`config.mk`:
```
export PLATFORM = sky130hd
export DESIGN_NAME = mix_filter_biquad_mc
export DESIGN_NICKNAME = d
export VERILOG_FILES = /design/src/rtl/mix_filter_pkg.sv /design/src/rtl/biquad_mac.sv /design/src/rtl/mix_filter_biquad_mc.sv
export SDC_FILE = /design/constraint.sdc
export NUM_CORES = 1
export LEC_CHECK = 0
export CORE_AREA = 2 2 121 123
export DETAILED_ROUTE_END_ITERATION = 8
export DIE_AREA = 0 0 123 125
export PLACE_DENSITY = 0.82
export SETUP_SLACK_MARGIN = 0.4
export SLEW_MARGIN = 20
export SYNTH_ARGS = -nofsm -noshare
export SYNTH_HDL_FRONTEND = slang
export SYNTH_SLANG_ARGS = --single-unit
export TNS_END_PERCENT = 100
```
`constraint.sdc`:
```
create_clock -name clk -period 5.35 [get_ports clk]
set_input_delay 1.3375 -clock clk [delete_from_list [all_inputs] [get_ports clk]]
set_output_delay 1.3375 -clock clk [all_outputs]
set_load 0.05 [all_outputs]
```
`src/rtl/mix_filter_pkg.sv`:
```
// Shared types, tap indices and arithmetic helpers for the multi-channel biquad filter.
package mix_filter_pkg;

   typedef enum logic [1:0] {IDLE, MAC, SCALE, OUT} state_t;

   localparam logic [2:0] TAP_B0 = 3'd0;
   localparam logic [2:0] TAP_B1 = 3'd1;
   localparam logic [2:0] TAP_B2 = 3'd2;
   localparam logic [2:0] TAP_A1 = 3'd3;
   localparam logic [2:0] TAP_A2 = 3'd4;

   // Three guard bits cover the sum of five full-scale products.
   function automatic int acc_width(input int data_w, input int coef_w);
      return data_w + coef_w + 3;
   endfunction

   function automatic logic signed [63:0] saturate(input logic signed [63:0] value,
                                                  input int data_w);
      logic signed [63:0] max_v;
      logic signed [63:0] min_v;
      max_v = (64'sd1 <<< (data_w - 1)) - 64'sd1;
      min_v = -max_v - 64'sd1;
      if (value > max_v) begin
         return max_v;
      end else if (value < min_v) begin
         return min_v;
      end
      return value;
   endfunction

endpackage

```
`src/rtl/biquad_mac.sv`:
```
// Shared multiply-accumulate unit: one signed product per enabled cycle, cleared on the first tap.
module biquad_mac
   import mix_filter_pkg::*;
#(
   parameter int DATA_W = 16,
   parameter int COEF_W = 16,
   parameter int ACC_W  = acc_width(DATA_W, COEF_W)
) (
   input  logic                     clk,
   input  logic                     reset,
   input  logic                     en,
   input  logic                     clear,
   input  logic                     subtract,
   input  logic signed [DATA_W-1:0] operand,
   input  logic signed [COEF_W-1:0] coefficient,
   output logic signed [ACC_W-1:0]  acc
);

   logic signed [ACC_W-1:0] operand_ext;
   logic signed [ACC_W-1:0] coef_ext;
   logic signed [ACC_W-1:0] product;
   logic signed [ACC_W-1:0] term;
   logic signed [ACC_W-1:0] acc_reg;

   // Operands are widened first so the product is formed at accumulator width.
   always_comb begin
      operand_ext = {{(ACC_W-DATA_W){operand[DATA_W-1]}}, operand};
      coef_ext    = {{(ACC_W-COEF_W){coefficient[COEF_W-1]}}, coefficient};
      product     = operand_ext * coef_ext;
      term        = subtract ? -product : product;
   end

   always_ff @(posedge clk) begin
      if (reset) begin
         acc_reg <= '0;
      end else if (en) begin
         acc_reg <= (clear ? '0 : acc_reg) + term;
      end
   end

   assign acc = acc_reg;

endmodule

```
`src/rtl/mix_filter_biquad_mc.sv`:
```
// Direct-form-I biquad run per channel of a packed frame through one time-multiplexed MAC.
// Build option: define MIX_FILTER_SAT_EN to clamp results; otherwise results wrap.
module mix_filter_biquad_mc
   import mix_filter_pkg::*;
#(
   parameter int CHANNELS = 2,
   parameter int DATA_W   = 16,
   parameter int COEF_W   = 16,
   parameter logic signed [COEF_W-1:0] B0 = 16'sd16384,
   parameter logic signed [COEF_W-1:0] B1 = 16'sd0,
   parameter logic signed [COEF_W-1:0] B2 = 16'sd0,
   parameter logic signed [COEF_W-1:0] A1 = 16'sd0,
   parameter logic signed [COEF_W-1:0] A2 = 16'sd0
) (
   input  logic                         clk,
   input  logic                         reset,
   input  logic [CHANNELS*DATA_W-1:0]   audio_in,
   input  logic                         valid_in,
   output logic                         ready_out,
   input  logic [4:0]                   coef_shift,
   output logic [CHANNELS*DATA_W-1:0]   audio_out,
   output logic                         valid_out
);

   localparam int ACC_W = acc_width(DATA_W, COEF_W);
   localparam int CH_W  = (CHANNELS > 1) ? $clog2(CHANNELS) : 1;
   localparam logic [CH_W-1:0] LAST_CH = CH_W'(CHANNELS - 1);

   state_t                      state_reg, state_next;
   logic [CH_W-1:0]             ch_reg, ch_next;
   logic [2:0]                  tap_reg, tap_next;
   logic [CHANNELS*DATA_W-1:0]  frame_reg;
   logic [4:0]                  shift_reg;
   logic [CHANNELS*DATA_W-1:0]  hold_packed;
   logic [CHANNELS*DATA_W-1:0]  audio_out_reg;
   logic                        valid_out_reg;

   logic signed [DATA_W-1:0]    x_lane   [CHANNELS];
   logic signed [DATA_W-1:0]    x1_reg   [CHANNELS];
   logic signed [DATA_W-1:0]    x2_reg   [CHANNELS];
   logic signed [DATA_W-1:0]    y1_reg   [CHANNELS];
   logic signed [DATA_W-1:0]    y2_reg   [CHANNELS];
   logic signed [DATA_W-1:0]    hold_reg [CHANNELS];

   logic signed [DATA_W-1:0]    x_cur;
   logic signed [DATA_W-1:0]    mac_operand;
   logic signed [COEF_W-1:0]    mac_coef;
   logic                        mac_sub;
   logic                        mac_en;
   logic                        mac_clear;
   logic signed [ACC_W-1:0]     acc;
   logic signed [ACC_W-1:0]     shifted;
   logic signed [DATA_W-1:0]    y_val;

   // Channel 0 occupies the most significant lane.
   for (genvar gi = 0; gi < CHANNELS; gi++) begin : g_lane
      assign x_lane[gi] = frame_reg[(CHANNELS-1-gi)*DATA_W +: DATA_W];
      assign hold_packed[(CHANNELS-1-gi)*DATA_W +: DATA_W] = hold_reg[gi];
   end

   assign x_cur = x_lane[ch_reg];

   always_comb begin
      mac_operand = x_cur;
      mac_coef    = B0;
      mac_sub     = 1'b0;
      case (tap_reg)
         TAP_B1: begin mac_operand = x1_reg[ch_reg]; mac_coef = B1; end
         TAP_B2: begin mac_operand = x2_reg[ch_reg]; mac_coef = B2; end
         TAP_A1: begin mac_operand = y1_reg[ch_reg]; mac_coef = A1; mac_sub = 1'b1; end
         TAP_A2: begin mac_operand = y2_reg[ch_reg]; mac_coef = A2; mac_sub = 1'b1; end
         default: ;
      endcase
   end

   assign mac_en    = (state_reg == MAC);
   assign mac_clear = (tap_reg == TAP_B0);

   biquad_mac #(
      .DATA_W (DATA_W),
      .COEF_W (COEF_W),
      .ACC_W  (ACC_W)
   ) u_mac (
      .clk         (clk),
      .reset       (reset),
      .en          (mac_en),
      .clear       (mac_clear),
      .subtract    (mac_sub),
      .operand     (mac_operand),
      .coefficient (mac_coef),
      .acc         (acc)
   );

   always_comb begin
      shifted = acc >>> shift_reg;
`ifdef MIX_FILTER_SAT_EN
      y_val = DATA_W'(saturate({{(64-ACC_W){shifted[ACC_W-1]}}, shifted}, DATA_W));
`else
      y_val = DATA_W'(shifted);
`endif
   end

   always_comb begin
      state_next = state_reg;
      ch_next    = ch_reg;
      tap_next   = tap_reg;
      case (state_reg)
         IDLE: begin
            if (valid_in) begin
               state_next = MAC;
               ch_next    = '0;
               tap_next   = TAP_B0;
            end
         end
         MAC: begin
            if (tap_reg == TAP_A2) begin
               state_next = SCALE;
            end else begin
               tap_next = tap_reg + 3'd1;
            end
         end
         SCALE: begin
            if (ch_reg == LAST_CH) begin
               state_next = OUT;
            end else begin
               state_next = MAC;
               ch_next    = ch_reg + 1'b1;
               tap_next   = TAP_B0;
            end
         end
         OUT:     state_next = IDLE;
         default: state_next = IDLE;
      endcase
   end

   always_ff @(posedge clk) begin
      if (reset) begin
         state_reg <= IDLE;
         ch_reg    <= '0;
         tap_reg   <= TAP_B0;
      end else begin
         state_reg <= state_next;
         ch_reg    <= ch_next;
         tap_reg   <= tap_next;
      end
   end

   always_ff @(posedge clk) begin
      if (reset) begin
         frame_reg     <= '0;
         shift_reg     <= '0;
         audio_out_reg <= '0;
         valid_out_reg <= 1'b0;
      end else begin
         valid_out_reg <= (state_reg == OUT);
         if (state_reg == IDLE && valid_in) begin
            frame_reg <= audio_in;
            shift_reg <= coef_shift;
         end
         if (state_reg == OUT) begin
            audio_out_reg <= hold_packed;
         end
      end
   end

   // History only moves once a channel's result is final, so an aborted frame leaves no trace.
   always_ff @(posedge clk) begin
      if (reset) begin
         for (int i = 0; i < CHANNELS; i++) begin
            x1_reg[i]   <= '0;
            x2_reg[i]   <= '0;
            y1_reg[i]   <= '0;
            y2_reg[i]   <= '0;
            hold_reg[i] <= '0;
         end
      end else if (state_reg == SCALE) begin
         x2_reg[ch_reg]   <= x1_reg[ch_reg];
         x1_reg[ch_reg]   <= x_cur;
         y2_reg[ch_reg]   <= y1_reg[ch_reg];
         y1_reg[ch_reg]   <= y_val;
         hold_reg[ch_reg] <= y_val;
      end
   end

   assign ready_out = (state_reg == IDLE);
   assign audio_out = audio_out_reg;
   assign valid_out = valid_out_reg;

endmodule

```
==> flow_metrics.tcl, run 1 <==
set metrics [dict create \
    status "finished clean" \
    synth_area_leaders "dfxtp_1 28%, edfxtp_1 12%, nand2_1 10%" \
    totalNegativeSetupSlack_ps 0 \
    synth.largest_area_cell "dfxtp_1" \
    max_slew_margin_pct 30.59 \
    grt_overflow_total 0 \
    async_flop_share_pct 0 \
    n_antenna_cell 0 \
    vias 6704 \
    layout.nets 1059 \
    ys_types 58 \
    wl_per_cell_um 14.95 \
    synth_edf_count 32 \
    layout-drive-gt1-share_pct 6.163 \
    fin_total_pwr_mw 2.723 \
    initial_core_util_pct 55.96 \
    power.density_nw_per_um2 291.7 \
    syn_avg_cell_area_um2 8.289 \
    ios 74 \
    synth_common_cells "213 x nand2_1, 116 x a21oi_1, 111 x dfxtp_1" \
    holdBufCountCts 0 \
    grt_pass1_wl_um 29620 \
    critical_path.startpoint_type "flop" \
    cts_tree "built" \
    synth_top_area_share_pct 27.96 \
    hp-class "flop to flop" \
    drtIter0Drc 404 \
    cts_sinks 143 \
    grt_start_max_net_pins 64 \
    synth_top_family_by_area "simple AND/OR/NAND/NOR gates" \
    rsz0062_at_grt "false" \
    cp-end-kind "flop" \
    finalSetupViolCount 0 \
    switching_share_pct 25.18 \
    synth_xor_area_share_pct 0.8815 \
    multi_input_area_um2 4400 \
    synthCells 959 \
    postCtsSetupRepairBufs 0 \
    synth-seq-cells 143 \
    final-seq-area_um2 3186 \
    leakage_nw 3.599 \
    rows 44 \
    p_switching_mw 0.6855 \
    n_fill_cell 1162 \
    area_growth_pct 17.41 \
    grt_use_total_pct 24.06 \
    synth_most_common_cell "nand2_1" \
    routed_wl_um 17790 \
    placed_cells 1158 \
    ir_drop_mv 0.2798 \
    ctsResizeCount 0 \
    finalCritPeriodShare_pct 83.28 \
    worstPathArrival_ps 4770 \
    finalNonFillerCells 1190 \
    drv_slew 0 \
    die_area_um2 15380 \
    worst-setup-path-type "flop to flop" \
    fmax_ghz 0.2244 \
    cts.path.max_buffers 2 \
    synth_mux_area_share_pct 12.14 \
    worst_clock_skew_ps 12.56 \
    synth_simple_gate_area_share_pct 21.49 \
    clock_power_share_pct 47.1 \
    ant_nets 0 \
    path_clk_slew_ps 60 \
    internal_power_mw 2.037 \
    largest_reg_flops 35 \
    clock_latency_ps 430 \
    dieHeight_um 125 \
    synth_compound_area_share_pct 16.61 \
    vias_per_cell 5.634 \
    core_area_um2 14200 \
    netlist_area_um2 7949 \
    numCtsBuffers 17 \
    rrSetupSlack_ps 890 \
    antenna_found_initial 0 \
    gp_congestion 0.8806 \
    post-route-min-period_ps 4456 \
    dr.pass1.iters 5 \
    dp_hpwl_um 12420 \
    root_buffer "clkbuf_16" \
    pwr-share-seq_pct 43.0 \
    worst_pin_slew_ps 1039 \
    cp_data_required_time_ps 5660 \
    ys.warnings.count 0 \
    p_comb_share_pct 9.8 \
    syn-num-nets 1025 \
    synth_ff_type "dfxtp_1" \
    io_buffers 73 \
    die_w_um 123 \
    grt_pass1_vias 6260 \
    drc 0 \
    hold_violations 0 \
    path_max_fanout 18 \
    ys_seq_area_share_pct 40.04 \
    cap_violations 0 \
    synthAdderAreaFrac_pct 4.187 \
    h-tree-depth 4 \
]
==> worst max-delay path, cell delays in order (launching register included) <==
cell and delay [ps]:
dfxtp_1 400, inv_1 90, ha_1 240, nand2_1 130
o21ai_1 90, buf_4 200, or2_2 320, ha_1 200
o21a_1 100, a41o_1 370, o21ai_0 150, ha_1 290
nor2b_1 170, o2111ai_1 260, a21oi_1 140, o31ai_2 370
o21ai_1 190, a221oi_1 380, a21o_1 170, nand3_1 60
==> power by group through the flow <==
stage | Combinational, mW | Clock (mW) | Sequential (mW)
after floorplan | 0.206 | 0 | 1.17
after global placement | 0.260 | 0 | 1.19
after detailed placement | 0.264 | 0 | 1.20
after CTS | 0.266 | 1.29 | 1.17
after global routing | 0.297 | 1.34 | 1.18
final | 0.267 | 1.28 | 1.17
==> stage by stage <==
step	setup slack, ps	cell area [µm²]	utilization, %	hold WS [ps]
floorplan	1420	7949	-	424.9
global placement	1117	8697	61.23	437.2
detailed placement	977.6	8698	61.24	445.8
CTS	940.8	9331	65.70	454.5
global route	452.3	9333	65.71	470.3
finish	894.4	9333	65.71	452.1
==> cells by family after synthesis <==
kind of cell	Yosys count
AOI/OAI and AO/OA	221
xor gates and xnor gates	8
adders and majority gates	26
buffers and inverters	93
DFF	143
muxes	83
and+or+nand+nor	385
==> cell type report <==
class / count / area share, %
Timing Repair Buffer: 80 / 8.339
Clock inverter: 14 / 2.185
Tap cell: 184 / 2.467
Sequential cell: 143 / 34.13
Clock buffer: 18 / 4.598
Inverter: 28 / 1.126
Multi-Input combinational cell: 723 / 47.15
==> placed cells by master (no fill, tap or decap), types with 5 or more instances in the layout <==
cell type / synthesis / layout
nor3_1: 7 / 7
dfxtp_1: 111 / 109
clkbuf_16: 0 / 17
nand2b_1: 9 / 9
mux2_1: 5 / 5
edfxtp_1: 32 / 32
mux2i_1: 66 / 66
nand3_1: 16 / 16
a211oi_1: 11 / 11
clkdlybuf4s50_1: 0 / 72
nand2_1: 213 / 213
o21ai_1: 15 / 15
o21a_1: 6 / 6
nor2_1: 60 / 60
a21oi_1: 116 / 116
ha_1: 25 / 25
a21o_1: 11 / 11
mux4_2: 10 / 10
o21ai_0: 22 / 22
and2_1: 41 / 39
or3_1: 7 / 7
o211ai_1: 11 / 11
nor2b_1: 16 / 15
buf_4: 3 / 7
inv_1: 25 / 25
==> path summary, 6_finish.rpt <==
| check | start | endpoint | depth (start not counted) |
|---|---|---|---|
| max | tap_reg[0]$_SDFFE_PP0P_ | u_mac.acc[34]$_SDFFE_PP0P_ | 19 |
| min | frame_reg[29]$_SDFFE_PP0P_ | frame_reg[29]$_SDFFE_PP0P_ | 2 |
| max reg2reg | tap_reg[0]$_SDFFE_PP0P_ | u_mac.acc[34]$_SDFFE_PP0P_ | 19 |
| min reg2reg | frame_reg[29]$_SDFFE_PP0P_ | frame_reg[29]$_SDFFE_PP0P_ | 2 |
==> metal layers <==
metal	share of wire (%)	GRT usage, %	wire (µm)
met1	44	29.52	7754
met2	49	40.40	8743
met3	4.6	5.657	816
met4	2.7	9.826	475
met5	0	0	0
Note: power is estimated with default switching activity, not from simulation.
==> run 2: changes to the inputs <==
--- a/config.mk
+++ b/config.mk
@@ -5,10 +5,10 @@
 export SDC_FILE = /design/constraint.sdc
 export NUM_CORES = 1
 export LEC_CHECK = 0
-export CORE_AREA = 2 2 121 123
+export CORE_AREA = 2 2 127 129
 export DETAILED_ROUTE_END_ITERATION = 8
-export DIE_AREA = 0 0 123 125
-export PLACE_DENSITY = 0.82
+export DIE_AREA = 0 0 129 131
+export PLACE_DENSITY = 0.78
 export SETUP_SLACK_MARGIN = 0.4
 export SLEW_MARGIN = 20
 export SYNTH_ARGS = -nofsm -noshare
==> constraint.sdc (replaced) <==
create_clock -name clk -period 3.9 [get_ports clk]
set_input_delay 0.975 -clock clk [delete_from_list [all_inputs] [get_ports clk]]
set_output_delay 0.975 -clock clk [all_outputs]
set_load 0.05 [all_outputs]
==> run 2 against run 1 <==
Compared with the run above: cell count increased by 5.0%; sequential power increased by 38%; core utilization shrank 2.8 points; die area grew 9.9%; register-to-register slack got worse by 680 ps; final area increased by 5.1%; largest power group unchanged; setup slack worse by 680 ps.
==> flow_metrics.tcl, run 2 (synthesized netlist as in run 1, its figures left out) <==
set metrics [dict create \
    status "finished clean" \
    drv_slew 0 \
    placed_cells 1197 \
    ant_nets 0 \
    h-tree-depth 4 \
    ir_drop_mv 0.3141 \
    fmax_ghz 0.2716 \
    critical_path.startpoint_type "flop" \
    rrSetupSlack_ps 220 \
    worst-setup-path-type "flop to flop" \
    layout_common_cells "211 x nand2_1, 108 x a21oi_1, 107 x dfxtp_1" \
    power.density_nw_per_um2 371.0 \
    hold_depth 2 \
    initial_core_util_pct 50.96 \
    final_common_cell "nand2_1" \
    io_buffers 73 \
    hold_violations 0 \
    max_slew_margin_pct 30.41 \
    wl_per_cell_um 15.20 \
    cts.path.max_buffers 2 \
    vias 6873 \
    worstPathArrival_ps 4000 \
    pre_cts_ws_ps 138.8 \
    placed_area_um2 8847 \
    leakage_nw 3.775 \
    rows 46 \
    reg2reg_from "tap_reg[1]$_SDFFE_PP0P_" \
    cap_violations 0 \
    grt_use_total_pct 23.07 \
    post-route-min-period_ps 3681 \
    gp_congestion 0.9618 \
    routed_wl_um 18990 \
    core_area_um2 15600 \
    finalNonFillerCells 1249 \
    grt_overflow_total 0 \
    cp_data_required_time_ps 4220 \
    grt_start_max_net_pins 58 \
    path_max_fanout 5 \
    n_antenna_cell 0 \
    antenna_found_initial 0 \
    grt_pass1_vias 6472 \
    r2r_end "u_mac.acc[34]$_SDFFE_PP0P_" \
    r2r_cells 18 \
    layout.nets 1086 \
    die_w_um 129 \
    clock_latency_ps 430 \
    grt_pass1_wl_um 31120 \
    ios 74 \
    rsz0062_at_grt "true" \
    totalNegativeSetupSlack_ps 0 \
    finalSetupViolCount 0 \
    hp-class "flop to flop" \
    hold-path-endpoint "audio_out[24]$_SDFFE_PP0P_" \
    largest_reg_flops 35 \
    layout-drive-gt1-share_pct 12.10 \
    cts_sinks 143 \
    cts_tree "built" \
    worst_clock_skew_ps 9.389 \
    area_growth_pct 23.45 \
    drc 0 \
    dr.pass1.iters 5 \
    holdBufCountCts 0 \
    die_area_um2 16900 \
    cp-end-kind "flop" \
    numCtsBuffers 17 \
    dieHeight_um 131 \
    worst_pin_slew_ps 1041 \
    vias_per_cell 5.503 \
    final_area_um2 9813 \
    root_buffer "clkbuf_16" \
    finalCritPeriodShare_pct 94.40 \
    hp-start "audio_out[24]$_SDFFE_PP0P_" \
    drtIter0Drc 495 \
    path_clk_slew_ps 60 \
    dp_hpwl_um 13160 \
    critPathLaunch "tap_reg[1]$_SDFFE_PP0P_" \
    setup_slack_ps 218.6 \
]
==> run 2: cell types whose count changed in the layout (fill, tap and decap cells not counted), sizes merged <==
cell / change
inv: -4
clkbuf: +4
bufinv: -3
buf: +27
clkinv: +3
==> run 2: power breakdown <==
group | total, mW | switching (mW) | internal [mW] | leakage, nW
combinational | 0.411 | 0.237 | 0.174 | 2.25
sequential | 1.61 | 0.0492 | 1.56 | 1.23
clock | 1.62 | 0.648 | 0.976 | 0.291
==> run 2: area by class of cell <==
class,count,area (µm²)
fillers,1318,5784
multi-input cells,723,4649
flip-flops and latches,143,3193
repair buffers,107,992.2
clock buffers,22,496.7
well taps,216,270.3
inverters,28,110.1
clock inverters,10,101.3
==> run 2: worst max-delay path, stage by stage (launching register included) <==
cell and delay (ps):
dfxtp_4 390, inv_4 50, ha_4 160, nor3_4 170, o21ai_2 100, or2_4 280, ha_4 160, o21a_1 110
a41o_4 290, o21ai_0 90, ha_1 280, nor2b_4 150, o2111ai_4 260, a21oi_4 110, o31ai_4 350, o21ai_4 110
a221oi_2 290, a21o_1 160, nand3_1 70
==> run 2: routing by layer <==
| metal | part of all wire, % | track usage, % |
|---|---|---|
| met5 | 0 | 0 |
| met4 | 2.5 | 8.696 |
| met3 | 3.8 | 4.031 |
| met2 | 50 | 39.87 |
| met1 | 44 | 29.04 |
==> run 2: stage by stage <==
stage          utilization [%]  total power, mW  hold slack, ps
6_report                 62.92            3.640           451.3
5_1_grt                  62.92            3.772           472.8
4_1_cts                  61.51            3.632           453.8
3_5_place_dp             56.72            2.014           445.8
3_3_place_gp             56.72            2.009           437.1
2_1_floorplan                -            1.894           424.9
==> run 2: worst max-delay path by stage <==
stage,end,slack [ps],cells past startpoint
6_report,u_mac.acc[34]$_SDFFE_PP0P_,220,18
5_1_grt,u_mac.acc[26]$_SDFFE_PP0P_,30,19
4_1_cts,u_mac.acc[34]$_SDFFE_PP0P_,260,18
3_5_place_dp,u_mac.acc[34]$_SDFFE_PP0P_,140,17
3_3_place_gp,u_mac.acc[33]$_SDFFE_PP0P_,250,18
2_1_floorplan,u_mac.acc[33]$_SDFFE_PP0P_,350,19
==> run 2: repair_timing <==
item                                    in CTS  in global routing
gates cloned                                 0                  0
endpoints found under the setup margin       8                 14
pin swaps                                   23                 36
buffers inserted                            13                  7
resized for setup                           12                 34
==> run 3: changes to the inputs <==
--- a/config.mk
+++ b/config.mk
@@ -14,4 +14,4 @@
 export SYNTH_ARGS = -nofsm -noshare
 export SYNTH_HDL_FRONTEND = slang
 export SYNTH_SLANG_ARGS = --single-unit
-export TNS_END_PERCENT = 100
+export TNS_END_PERCENT = 50
==> run 3 against run 2 <==
Compared with the run above: non-clock buffer count down 4; setup slack better by 59 ps; global-route usage down 0.11 points; final area down 1.4%; core utilization down 0.90 points; cell count down 0.32%; sequential power about the same; sequential share of layout area up 0.47 points; hold slack about the same; first-iteration DRC count down 12%.
==> flow_metrics.tcl, run 3 (synthesized netlist as in run 1, its figures left out) <==
set metrics [dict create \
    power.density_nw_per_um2 375.1 \
    ant_nets 0 \
    antenna_found_initial 0 \
    vias_per_cell 5.472 \
    reg2reg_from "tap_reg[1]$_SDFFE_PP0P_" \
    ir_drop_mv 0.3122 \
    die_w_um 129 \
    routed_wl_um 18680 \
    root_buffer "clkbuf_16" \
    path_clk_slew_ps 60 \
    numCtsBuffers 17 \
    layout-drive-gt1-share_pct 10.69 \
    p_comb_share_pct 11.0 \
    rrSetupSlack_ps 280 \
    rsz0062_at_grt "true" \
    ios 74 \
    path_max_fanout 5 \
    drc 0 \
    drtIter0Drc 434 \
    layout_common_cells "212 x nand2_1, 111 x a21oi_1, 107 x dfxtp_1" \
    drv_slew 0 \
    totalNegativeSetupSlack_ps 0 \
    route.met2.wl_um 9059 \
    clock_latency_ps 430 \
    worst_clock_skew_ps 9.451 \
    core_area_um2 15600 \
    finalCritPeriodShare_pct 92.87 \
    hp-class "flop to flop" \
    cts_sinks 143 \
    status "finished clean" \
    grt_pass1_wl_um 30950 \
    hold_violations 0 \
    wl_met1_um 8322 \
    cp_data_required_time_ps 4220 \
    grt_use_total_pct 22.96 \
    grt_overflow_total 0 \
    largest_reg_flops 35 \
    leakage_nw 3.723 \
    wl_per_cell_um 15.00 \
    finalSetupViolCount 0 \
    critical_path.startpoint_type "flop" \
    grt_start_max_net_pins 58 \
    rows 46 \
    grt_pass1_vias 6468 \
    n_fill_cell 1350 \
    max_slew_margin_pct 30.95 \
    gp_congestion 0.9618 \
    highest_layer "met4" \
    layout.nets 1082 \
    cts.path.max_buffers 2 \
    dieHeight_um 131 \
    worst_pin_slew_ps 1033 \
    worstPathArrival_ps 3940 \
    post-route-min-period_ps 3622 \
    cap_violations 0 \
    io_buffers 73 \
    p_switching_mw 0.9269 \
    clock_power_share_pct 44.7 \
    pwr-share-seq_pct 44.2 \
    internal_power_mw 2.701 \
    hp-start "audio_out[24]$_SDFFE_PP0P_" \
    holdWs_ps 451.3 \
    initial_core_util_pct 50.96 \
    wl_met3_um 800 \
    dp_hpwl_um 13160 \
    dr.pass1.iters 5 \
    h-tree-depth 4 \
    final_area_um2 9673 \
    critPathLaunch "tap_reg[1]$_SDFFE_PP0P_" \
    vias 6813 \
    area_growth_pct 21.69 \
    n_antenna_cell 0 \
    fmax_ghz 0.2761 \
    worst-setup-path-type "flop to flop" \
    cts_tree "built" \
    final_common_cell "nand2_1" \
    switching_share_pct 25.55 \
    die_area_um2 16900 \
    cp-end-kind "flop" \
    placed_area_um2 8847 \
]
[run 3: cell count changes in the layout (fill, tap and decap cells not counted), sizes merged]
cell / previous run / this run
buf: 35 / 31
[run 3: cell type report]
cell class | instances | area, µm² | share of cell area, %
Multi-Input combinational cell | 723 | 4542 | 46.95
Sequential cell | 143 | 3193 | 33.01
Timing Repair Buffer | 103 | 962.2 | 9.947
Clock buffer | 22 | 496.7 | 5.135
Tap cell | 216 | 270.3 | 2.794
Inverter | 28 | 107.6 | 1.112
Clock inverter | 10 | 101.3 | 1.048
[run 3: path summary, 6_finish.rpt]
path              depth (start not counted)                         end
setup / recovery                         19  u_mac.acc[25]$_SDFFE_PP0P_
hold / removal                            2  audio_out[24]$_SDFFE_PP0P_
setup reg to reg                         19  u_mac.acc[25]$_SDFFE_PP0P_
hold reg to reg                           2  audio_out[24]$_SDFFE_PP0P_
[run 3: stage by stage]
stage | setup WS, ps | total power, mW | utilization [%] | cells
floorplan | 353.8 | 1.894 | - | 959
global placement | 251.7 | 2.009 | 56.72 | 1197
detailed placement | 138.8 | 2.014 | 56.72 | 1197
CTS | 257.6 | 3.628 | 61.33 | 1239
global route | 65.08 | 3.759 | 62.02 | 1245
finish | 278.0 | 3.628 | 62.02 | 1245
[run 3: repair_timing]
action                                  CTS  global route
setup buffers                            10             6
gates resized for setup                  11            17
hold endpoints to repair                  0             0
endpoints found under the setup margin    8            13
hold buffers                              0             0
pin swaps                                20             8
[run 3: power by group through the flow]
stage	sequential (mW)	clock [mW]	combinational [mW]
final	1.61	1.62	0.399
after floorplan	1.61	0	0.287
after global placement	1.64	0	0.373
after CTS	1.60	1.64	0.387
after detailed placement	1.64	0	0.378
after global routing	1.61	1.71	0.442
[run 3: worst max-delay path: stages, from the launching register on]
cell and delay, ps:
dfxtp_4 380, inv_2 50, ha_2 180, nor3_4 160, o21ai_2 100, or2_4 280, ha_4 160, o21a_1 90
a41o_1 250, o21ai_1 130, ha_1 280, a21o_1 190, a21o_1 150, a21oi_2 160, o31ai_4 100, buf_4 150
a21o_1 190, a211oi_2 260, o31ai_1 90, and2_1 150
[run 3: routing by layer]
| metal | vias to the layer above | global-route usage [%] |
|---|---|---|
| li1 | 3423 | - |
| met5 | - | 0 |
| met4 | 0 | 9.143 |
| met2 | 172 | 39.59 |
| met1 | 3184 | 28.70 |
| met3 | 34 | 4.112 |
